--- config.mk ---
export PLATFORM = sky130hd
export DESIGN_NAME = calculator_fsm_param
export DESIGN_NICKNAME = d
export VERILOG_FILES = /design/src/rtl/calculator_fsm_param.sv
export SDC_FILE = /design/constraint.sdc
export NUM_CORES = 2
export LEC_CHECK = 0
export CORE_UTILIZATION = 50
export CTS_CLUSTER_SIZE = 12
export DETAILED_ROUTE_END_ITERATION = 6
export GPL_TIMING_DRIVEN = 0
export PLACE_DENSITY = 0.65
export SLEW_MARGIN = 5
export SYNTH_ARGS = -nofsm -noshare
export SYNTH_HDL_FRONTEND = slang
export SYNTH_SLANG_ARGS = --single-unit
--- constraint.sdc ---
create_clock -name clock -period 43.6 [get_ports clock]
set_input_delay 6.54 -clock clock [delete_from_list [all_inputs] [get_ports clock]]
set_output_delay 6.54 -clock clock [all_outputs]
set_load 0.01 [all_outputs]
--- src/rtl/calculator_fsm_param.sv ---
// Keypad calculator controller: chained add/sub/mult/div with an iterative restoring divider and circular result history.
// Non-divide keys act on the strobe edge (display valid next cycle); a divide holds busy for WIDTH cycles and drops strobes meanwhile.
module calculator_fsm_param #(
    parameter int WIDTH = 32,
    parameter int DEPTH = 8
) (
    input  logic                       clock,
    input  logic                       reset,
    input  logic                       enable,
    input  logic [3:0]                 in,
    output logic [WIDTH-1:0]           display,
    output logic                       busy,
    output logic                       error,
    output logic                       overflow,
    output logic [$clog2(DEPTH+1)-1:0] stack_count
);
    localparam int AW   = $clog2(DEPTH);
    localparam int CNTW = $clog2(DEPTH + 1);
    localparam int DCW  = $clog2(WIDTH);

    localparam logic [1:0] S_ENTRY  = 2'd0;
    localparam logic [1:0] S_OPWAIT = 2'd1;
    localparam logic [1:0] S_DIV    = 2'd2;
    localparam logic [1:0] S_ERR    = 2'd3;

    localparam logic [2:0] OP_NONE = 3'd0;
    localparam logic [2:0] OP_ADD  = 3'd1;
    localparam logic [2:0] OP_SUB  = 3'd2;
    localparam logic [2:0] OP_MUL  = 3'd3;
    localparam logic [2:0] OP_DIV  = 3'd4;

    localparam logic [3:0] K_ADD = 4'hA;
    localparam logic [3:0] K_SUB = 4'hB;
    localparam logic [3:0] K_MUL = 4'hC;
    localparam logic [3:0] K_EQ  = 4'hD;
    localparam logic [3:0] K_DIV = 4'hF;

    logic [1:0]       r_state;
    logic [WIDTH-1:0] r_acc;
    logic [WIDTH-1:0] r_entry;
    logic [2:0]       r_pending;
    logic             r_fresh;
    logic             r_error;
    logic             r_overflow;
    logic [WIDTH-1:0] r_hold;

    logic [WIDTH-1:0] r_div_rem;
    logic [WIDTH-1:0] r_div_quo;
    logic [WIDTH-1:0] r_div_dvs;
    logic [DCW-1:0]   r_div_cnt;
    logic             r_div_eq;
    logic [2:0]       r_div_op;

    logic [WIDTH-1:0] r_stack [DEPTH];
    logic [AW-1:0]    r_wr_ptr;
    logic [CNTW-1:0]  r_count;
    logic [AW-1:0]    r_rec_off;
    logic             r_last_e;

    logic             w_key;
    logic             w_is_digit;
    logic             w_is_op;
    logic [2:0]       w_op;
    logic             w_div_start;
    logic [WIDTH:0]   w_sum;
    logic [2*WIDTH-1:0] w_prod;
    logic [WIDTH-1:0] w_alu_res;
    logic             w_alu_ovf;
    logic [WIDTH+3:0] w_append;
    logic [WIDTH:0]   w_div_shift;
    logic             w_div_ge;
    logic [WIDTH-1:0] w_div_sub;
    logic [WIDTH-1:0] w_rem_next;
    logic [WIDTH-1:0] w_quo_next;
    logic             w_div_done;
    logic             w_rec_wrap;
    logic [AW-1:0]    w_rec_off_next;
    logic [AW-1:0]    w_rec_idx;
    logic [WIDTH-1:0] w_rec_dat;
    logic             w_push;
    logic [WIDTH-1:0] w_push_dat;

    assign w_key      = enable && (r_state != S_DIV);
    assign w_is_digit = (in <= 4'd9);

    always_comb begin
        w_op = OP_NONE;
        case (in)
            K_ADD:   w_op = OP_ADD;
            K_SUB:   w_op = OP_SUB;
            K_MUL:   w_op = OP_MUL;
            K_DIV:   w_op = OP_DIV;
            default: w_op = OP_NONE;
        endcase
    end

    assign w_is_op     = (w_op != OP_NONE);
    // Only an ENTRY-state evaluation with DIV pending needs the divider; OPWAIT never evaluates.
    assign w_div_start = w_key && (r_state == S_ENTRY) && (r_pending == OP_DIV) && (w_is_op || in == K_EQ);

    // With nothing pending the "result" is simply the entry register.
    always_comb begin
        w_sum     = {1'b0, r_acc} + {1'b0, r_entry};
        w_prod    = {{WIDTH{1'b0}}, r_acc} * {{WIDTH{1'b0}}, r_entry};
        w_alu_res = r_entry;
        w_alu_ovf = 1'b0;
        case (r_pending)
            OP_ADD: begin
                w_alu_res = w_sum[WIDTH-1:0];
                w_alu_ovf = w_sum[WIDTH];
            end
            OP_SUB: begin
                w_alu_res = r_acc - r_entry;
                w_alu_ovf = (r_acc < r_entry);
            end
            OP_MUL: begin
                w_alu_res = w_prod[WIDTH-1:0];
                w_alu_ovf = |w_prod[2*WIDTH-1:WIDTH];
            end
            default: ;
        endcase
    end

    assign w_append = {4'b0, r_entry} * (WIDTH+4)'(10) + (WIDTH+4)'(in);

    // Restoring division: dividend bits shift out of the quotient register into the remainder.
    assign w_div_shift = {r_div_rem, r_div_quo[WIDTH-1]};
    assign w_div_ge    = (w_div_shift >= {1'b0, r_div_dvs});
    assign w_div_sub   = w_div_shift[WIDTH-1:0] - r_div_dvs;
    assign w_rem_next  = w_div_ge ? w_div_sub : w_div_shift[WIDTH-1:0];
    assign w_quo_next  = {r_div_quo[WIDTH-2:0], w_div_ge};
    assign w_div_done  = (r_state == S_DIV) && (r_div_cnt == DCW'(WIDTH - 1));

    assign w_rec_wrap     = ((CNTW'(r_rec_off) + CNTW'(1)) == r_count);
    assign w_rec_off_next = (!r_last_e || w_rec_wrap) ? '0 : r_rec_off + AW'(1);
    assign w_rec_idx      = r_wr_ptr - AW'(1) - w_rec_off_next;
    assign w_rec_dat      = r_stack[w_rec_idx];

    always_comb begin
        w_push     = 1'b0;
        w_push_dat = w_alu_res;
        if (w_div_done && r_div_eq) begin
            w_push     = 1'b1;
            w_push_dat = w_quo_next;
        end else if (w_key && in == K_EQ) begin
            if (r_state == S_OPWAIT) begin
                w_push     = 1'b1;
                w_push_dat = r_acc;
            end else if (r_state == S_ENTRY && r_pending != OP_DIV) begin
                w_push     = 1'b1;
                w_push_dat = w_alu_res;
            end
        end
    end

    always_ff @(posedge clock or posedge reset) begin
        if (reset) begin
            r_wr_ptr <= '0;
            r_count  <= '0;
            for (int i = 0; i < DEPTH; i++) begin
                r_stack[i] <= '0;
            end
        end else if (w_push) begin
            r_stack[r_wr_ptr] <= w_push_dat;
            r_wr_ptr          <= r_wr_ptr + AW'(1);
            if (r_count != CNTW'(DEPTH)) begin
                r_count <= r_count + CNTW'(1);
            end
        end
    end

    always_ff @(posedge clock or posedge reset) begin
        if (reset) begin
            r_state    <= S_ENTRY;
            r_acc      <= '0;
            r_entry    <= '0;
            r_pending  <= OP_NONE;
            r_fresh    <= 1'b1;
            r_error    <= 1'b0;
            r_overflow <= 1'b0;
            r_hold     <= '0;
            r_div_rem  <= '0;
            r_div_quo  <= '0;
            r_div_dvs  <= '0;
            r_div_cnt  <= '0;
            r_div_eq   <= 1'b0;
            r_div_op   <= OP_NONE;
            r_rec_off  <= '0;
            r_last_e   <= 1'b0;
        end else if (r_state == S_DIV) begin
            r_div_rem <= w_rem_next;
            r_div_quo <= w_quo_next;
            r_div_cnt <= r_div_cnt + DCW'(1);
            if (w_div_done) begin
                r_overflow <= 1'b0;
                if (r_div_eq) begin
                    r_entry   <= w_quo_next;
                    r_pending <= OP_NONE;
                    r_fresh   <= 1'b1;
                    r_state   <= S_ENTRY;
                end else begin
                    r_acc     <= w_quo_next;
                    r_pending <= r_div_op;
                    r_state   <= S_OPWAIT;
                end
            end
        end else if (w_key) begin
            r_last_e <= (in == 4'hE);
            if (w_div_start) begin
                if (r_entry == '0) begin
                    r_state   <= S_ERR;
                    r_error   <= 1'b1;
                    r_acc     <= '0;
                    r_entry   <= '0;
                    r_pending <= OP_NONE;
                end else begin
                    r_state   <= S_DIV;
                    r_hold    <= display;
                    r_div_rem <= '0;
                    r_div_quo <= r_acc;
                    r_div_dvs <= r_entry;
                    r_div_cnt <= '0;
                    r_div_eq  <= (in == K_EQ);
                    r_div_op  <= w_op;
                end
            end else begin
                case (r_state)
                    S_ENTRY, S_OPWAIT: begin
                        if (w_is_digit) begin
                            if (r_state == S_ENTRY && !r_fresh) begin
                                r_entry    <= w_append[WIDTH-1:0];
                                r_overflow <= |w_append[WIDTH+3:WIDTH];
                            end else begin
                                r_entry <= WIDTH'(in);
                                r_fresh <= 1'b0;
                                r_state <= S_ENTRY;
                            end
                        end else if (w_is_op) begin
                            if (r_state == S_ENTRY) begin
                                r_acc <= w_alu_res;
                                if (r_pending != OP_NONE) begin
                                    r_overflow <= w_alu_ovf;
                                end
                            end
                            r_pending <= w_op;
                            r_state   <= S_OPWAIT;
                        end else if (in == K_EQ) begin
                            if (r_state == S_ENTRY) begin
                                r_entry <= w_alu_res;
                                if (r_pending != OP_NONE) begin
                                    r_overflow <= w_alu_ovf;
                                end
                            end else begin
                                r_entry <= r_acc;
                            end
                            r_pending <= OP_NONE;
                            r_fresh   <= 1'b1;
                            r_state   <= S_ENTRY;
                        end else if (r_count != '0) begin
                            r_entry   <= w_rec_dat;
                            r_rec_off <= w_rec_off_next;
                            r_fresh   <= 1'b1;
                            r_state   <= S_ENTRY;
                        end
                    end
                    S_ERR: begin
                        if (w_is_digit) begin
                            r_error   <= 1'b0;
                            r_acc     <= '0;
                            r_entry   <= WIDTH'(in);
                            r_pending <= OP_NONE;
                            r_fresh   <= 1'b0;
                            r_state   <= S_ENTRY;
                        end
                    end
                    default: ;
                endcase
            end
        end
    end

    always_comb begin
        case (r_state)
            S_ENTRY:  display = r_entry;
            S_OPWAIT: display = r_acc;
            S_DIV:    display = r_hold;
            default:  display = '0;
        endcase
    end

    assign busy        = (r_state == S_DIV);
    assign error       = r_error;
    assign overflow    = r_overflow;
    assign stack_count = r_count;

endmodule

# After elaboration in Yosys (flattened, before gate mapping)
# Index checks and enable logic that the tools add are counted.
dict set report totals {
  input_bits 7
  regBits 476
  word_cells 237
  output_inout_bits 39
}
dict set report classes {
  n_reduce_logical 42
  addsub 11
  bitwise 8
  mul 2
  n_eq_ne 38
  muxes 104
  n_lt_le_gt_ge 6
}
# op n
set op_table {}
lappend op_table {{32-bit two-way mux} 36}
lappend op_table {{256-bit bitwise mux} 1}
lappend op_table {{32-bit one-hot mux with 3 select lines} 2}
lappend op_table {{32-bit one-hot mux with 2 select lines} 2}
lappend op_table {{32-bit binary-select mux with 3-bit select} 1}
lappend op_table {{32-bit demux with 3-bit select} 1}
lappend op_table {{32-bit by 32-bit multiplier with 64-bit output} 1}
lappend op_table {{32-bit subtractor} 2}
lappend op_table {{36-bit by 4-bit adder with 36-bit output} 1}
lappend op_table {{32-bit by 3-bit multiplier with 35-bit output, second input constant} 1}
lappend op_table {{32-bit by 32-bit adder with 33-bit output} 1}
lappend op_table {{33-bit by 32-bit greater-or-equal comparator with 1-bit output} 1}
lappend op_table {{3-bit two-way mux} 11}
lappend op_table {{32-bit zero test} 1}
lappend op_table {{32-bit < comparator} 1}
lappend op_table {{32-bit OR reduction} 1}
lappend op_table {{1-bit two-way mux} 31}
lappend op_table {{4-bit == test, second input constant} 6}
lappend op_table {{4-bit inequality test, second input constant} 6}
lappend op_table {{8-bit AND reduction} 3}
lappend op_table {{2-bit two-way mux} 10}
lappend op_table {{5-bit two-way mux} 4}
lappend op_table {{5-bit inequality test, second input constant} 4}
lappend op_table {{3-bit one-hot mux with 4 select lines} 1}
lappend op_table {{44 further kinds} 82}

# Logic depth before layout (Yosys ltp)
dict set report depth {
  depth_word 17
  depth_mapped 34
  depth_no_buf 31
}

# Least setup slack after synthesis
# Ideal clock, no wire load.
dict set report synth_timing {
  kind {input port to output port}
  start {input in[2]}
  end {output display[31]}
  stages 11
  required_time_ns 37.060
  slack_ns 28.420
  arrival_time_ns 8.640
  n_path_buf 3
  path_cell_list {clkbuf_1 nor2b_1 a21oi_1 and2_1 nor2b_1 and2_1 nor2_1 clkbuf_1 buf_1 nand3_1 o21ai_0}
}
# element line
set synth_lines {}
lappend synth_lines {{start, declared} 10} ;# input logic [3:0] in,
lappend synth_lines {{end, declared} 11} ;# output logic [WIDTH-1:0] display,

==> results.yml <==
cts:
  clk_latency_ns: 0.66
  cts_tree: "yes"
  cts_resized: 0
  cts_buffers: 49
  cts_setup_buffers: 0
  htree_levels: 2
  clockBufferDepth: 3
  cts_root_buffer: "clkbuf_16"
  holdBufCountCts: 0
  cts.sinks: 476
  clk_pin_slew_worst_paths_ns: 0.06
worst_setup_path:
  critPathKind: "in -> out"
  startpoint_type: "input port"
  arrival_ns: 11.34
  crit_path_end_kind: "primary output"
  worstPathMaxFanout: 10
  cp_slowest_stage_delay_ns: 0.63
  worstPathRequired_ns: 37.06
  reg2reg_depth: 28
  critPathSlowestCell: "clkdlybuf4s50_1"
  path_cells: "clkdlybuf4s50_1 > clkbuf_1 > nor2b_1 > a21oi_1 > and2_1 > nor2b_1 > and2_1 > nor2_1 > clkbuf_1 > buf_1 > nand3_1 > o21ai_0 > clkdlybuf4s50_1"
sta:
  worst_pin_slew_ns: 1.58
  max_freq_mhz: 55.9
  setup_violations: 0
  finalCritPeriodShare: 0.410
  final.min_clock_period_ns: 17.88
  setup_ws_ns: 25.72
  hold_violations: 0
  maxSlewHeadroom: -0.0521
  rsz0062_at_grt: "false"
  setup_tns_ns: 0
  fin_skew_ns: 0.0374
  maxSlewViolCount: 31
synthesis:
  synthSimpleGateAreaFrac: 0.172
  synth_top_area_frac: 0.282
  postSynthAreaPerCell_sq_um: 8.92
  syn_nets: 8519
  synth-async-reset-ratio: 1.00
  synth-compound-area-share: 0.131
  synth-xor-area-share: 0.0186
  synth_warnings: 0
  seq_area_frac_synth: 0.186
  synth_adder_area_share: 0.366
  synth_area_leaders: "fa_1 (28%), dfrtp_1 (19%), ha_1 (8.4%), nand2_1 (6.1%), and2_1 (5.7%)"
  netlist_area_sq_um: 64100
  yosys-mux-area-fraction: 0.0443
  synth_top_family_by_area: "adder cells"
  synth.distinct_cells: 93
  ys_ff_latch: 476
  post-synth-top-area-cell: "fa_1"
  synth_edf_count: 0
  synthFlopType: "dfrtp_1"
  synth_cells: 7180
global_route:
  grt_pass1_vias: 56312
  antenna_found_initial: 24
  grt_max_degree: 122
  grt_usage: 0.424
  overflow: 0
  grt_first_pass_wirelength_mm: 396
flow_run:
  cap_violations: 3
die:
  die_x_um: 360
  start_util: 0.507
  die_h_um: 360
  num_rows: 130
  io-pin-count: 46
  die_area_sq_um: 130000
  core_sq_um: 126000
place:
  hpwl_mm: 221
  portBuffers: 44
  gp_congestion: 1.09
  place_area_sq_um: 66800
  place_ws_ns: 25.96
outcome:
  violations: "DRC, capacitance limit, slew limit"
  status: "complete, but fails checks"
routing:
  wl_met1_mm: 103
  routed.top_layer: "met5"
  routed-via-count: 56890
  dr.pass1.iters: 7
  drcViolationCount: 17
  wl_mm: 275
  vias_per_cell: 6.34
  antenna_left: 0
  drt_iter0_drc: 6992
  wire_per_inst_um: 30.7
  met2_length_mm: 117
  route.met3.wl_mm: 30.0
min_path:
  holdPathStages: 2
  hold_class: "reg -> reg"
layout:
  final_cell_mix: "nand2_1 (1038), inv_1 (901), fa_1 (901), and2_1 (588), clkbuf_1 (485)"
  final_common_cell: "nand2_1"
  drive_gt1_frac: 0.0335
  final_area_sq_um: 68300
  area_growth_pct: 6.67
  num-nets-final: 8623
==> final timing paths <==
check                           slack (ns)      endpoint         start
worst max-delay path                 25.72   display[24]         in[2]
worst min-delay path                  0.47  r_stack[110]  r_stack[110]
worst max register to register       30.46      overflow   r_entry[11]
worst min register to register        0.47  r_stack[110]  r_stack[110]
max in group asynchronous            35.43   r_entry[11]         reset
min in group asynchronous             6.32   r_stack[49]         reset
==> through the flow <==
stage	utilization	hold WS [ns]	cells
floorplan	-	0.441	7180
global placement	0.527	0.455	8874
detailed placement	0.528	0.462	8883
CTS	0.540	0.477	8958
global route	0.541	0.493	8959
finish	0.541	0.475	8971
==> worst max-delay path: cells and delay by family <==
family	cells	cell delay [ns]
buf+inv	5	2.76
simple gates	6	1.54
compound gates	2	0.47
==> cells by family (layout without fill, tap and decap cells) <==
family	count (synthesis)	after routing
buffers and inverters	1405	1533
DFF	476	476
muxes	199	199
other	0	13
and+or+nand+nor	2323	2323
xor gates and xnor gates	136	136
AOI/OAI and AO/OA	1309	1309
adders and majority gates	1332	1332
==> Yosys cell counts, drive strengths merged, types with 27 or more instances <==
library cell  count
a211oi           37
a21o             72
a21oi           268
a221oi           30
a222oi           30
a22oi            33
a31oi            49
and2            588
clkbuf          480
dfrtp           475
fa              901
ha              431
inv             902
mux2             37
mux2i            98
mux4             64
nand2          1038
nand2b           35
nand3            57
nand4            52
nor2            350
nor2b            30
nor3             55
nor4             30
o211ai           31
o21ai           433
o21bai           37
o22ai            55
o31ai            27
xnor2            85
xor2             51
==> layout make-up <==
cell class                      instances  area, sq um
Fill cell                           11929        58000
Clock inverter                         10          183
Multi-Input combinational cell       5299        46900
Tap cell                             1650         2060
Timing Repair Buffer                   53          596
Buffer                                502         1900
Clock buffer                           65         1350
Sequential cell                       476        11900
Antenna cell                           13         32.5
Inverter                              903         3400
==> metal layers <==
layer	GRT usage	vias up
met1	0.541	28712
li1	-	23641
met2	0.632	3548
met3	0.107	971
met4	0.298	18
met5	0	-
==> sequential cells by signal, indices dropped and copies added, names as in the netlist, 4 cells and up <==
signal	count
r_div_quo	32
r_hold	32
r_div_cnt	5
r_acc	32
stack_count	4
r_stack	256
r_div_dvs	32
r_div_rem	32
r_entry	32
Power is not shown: default switching activity piles up to over one toggle a cycle in this logic, so the estimate is an artifact.
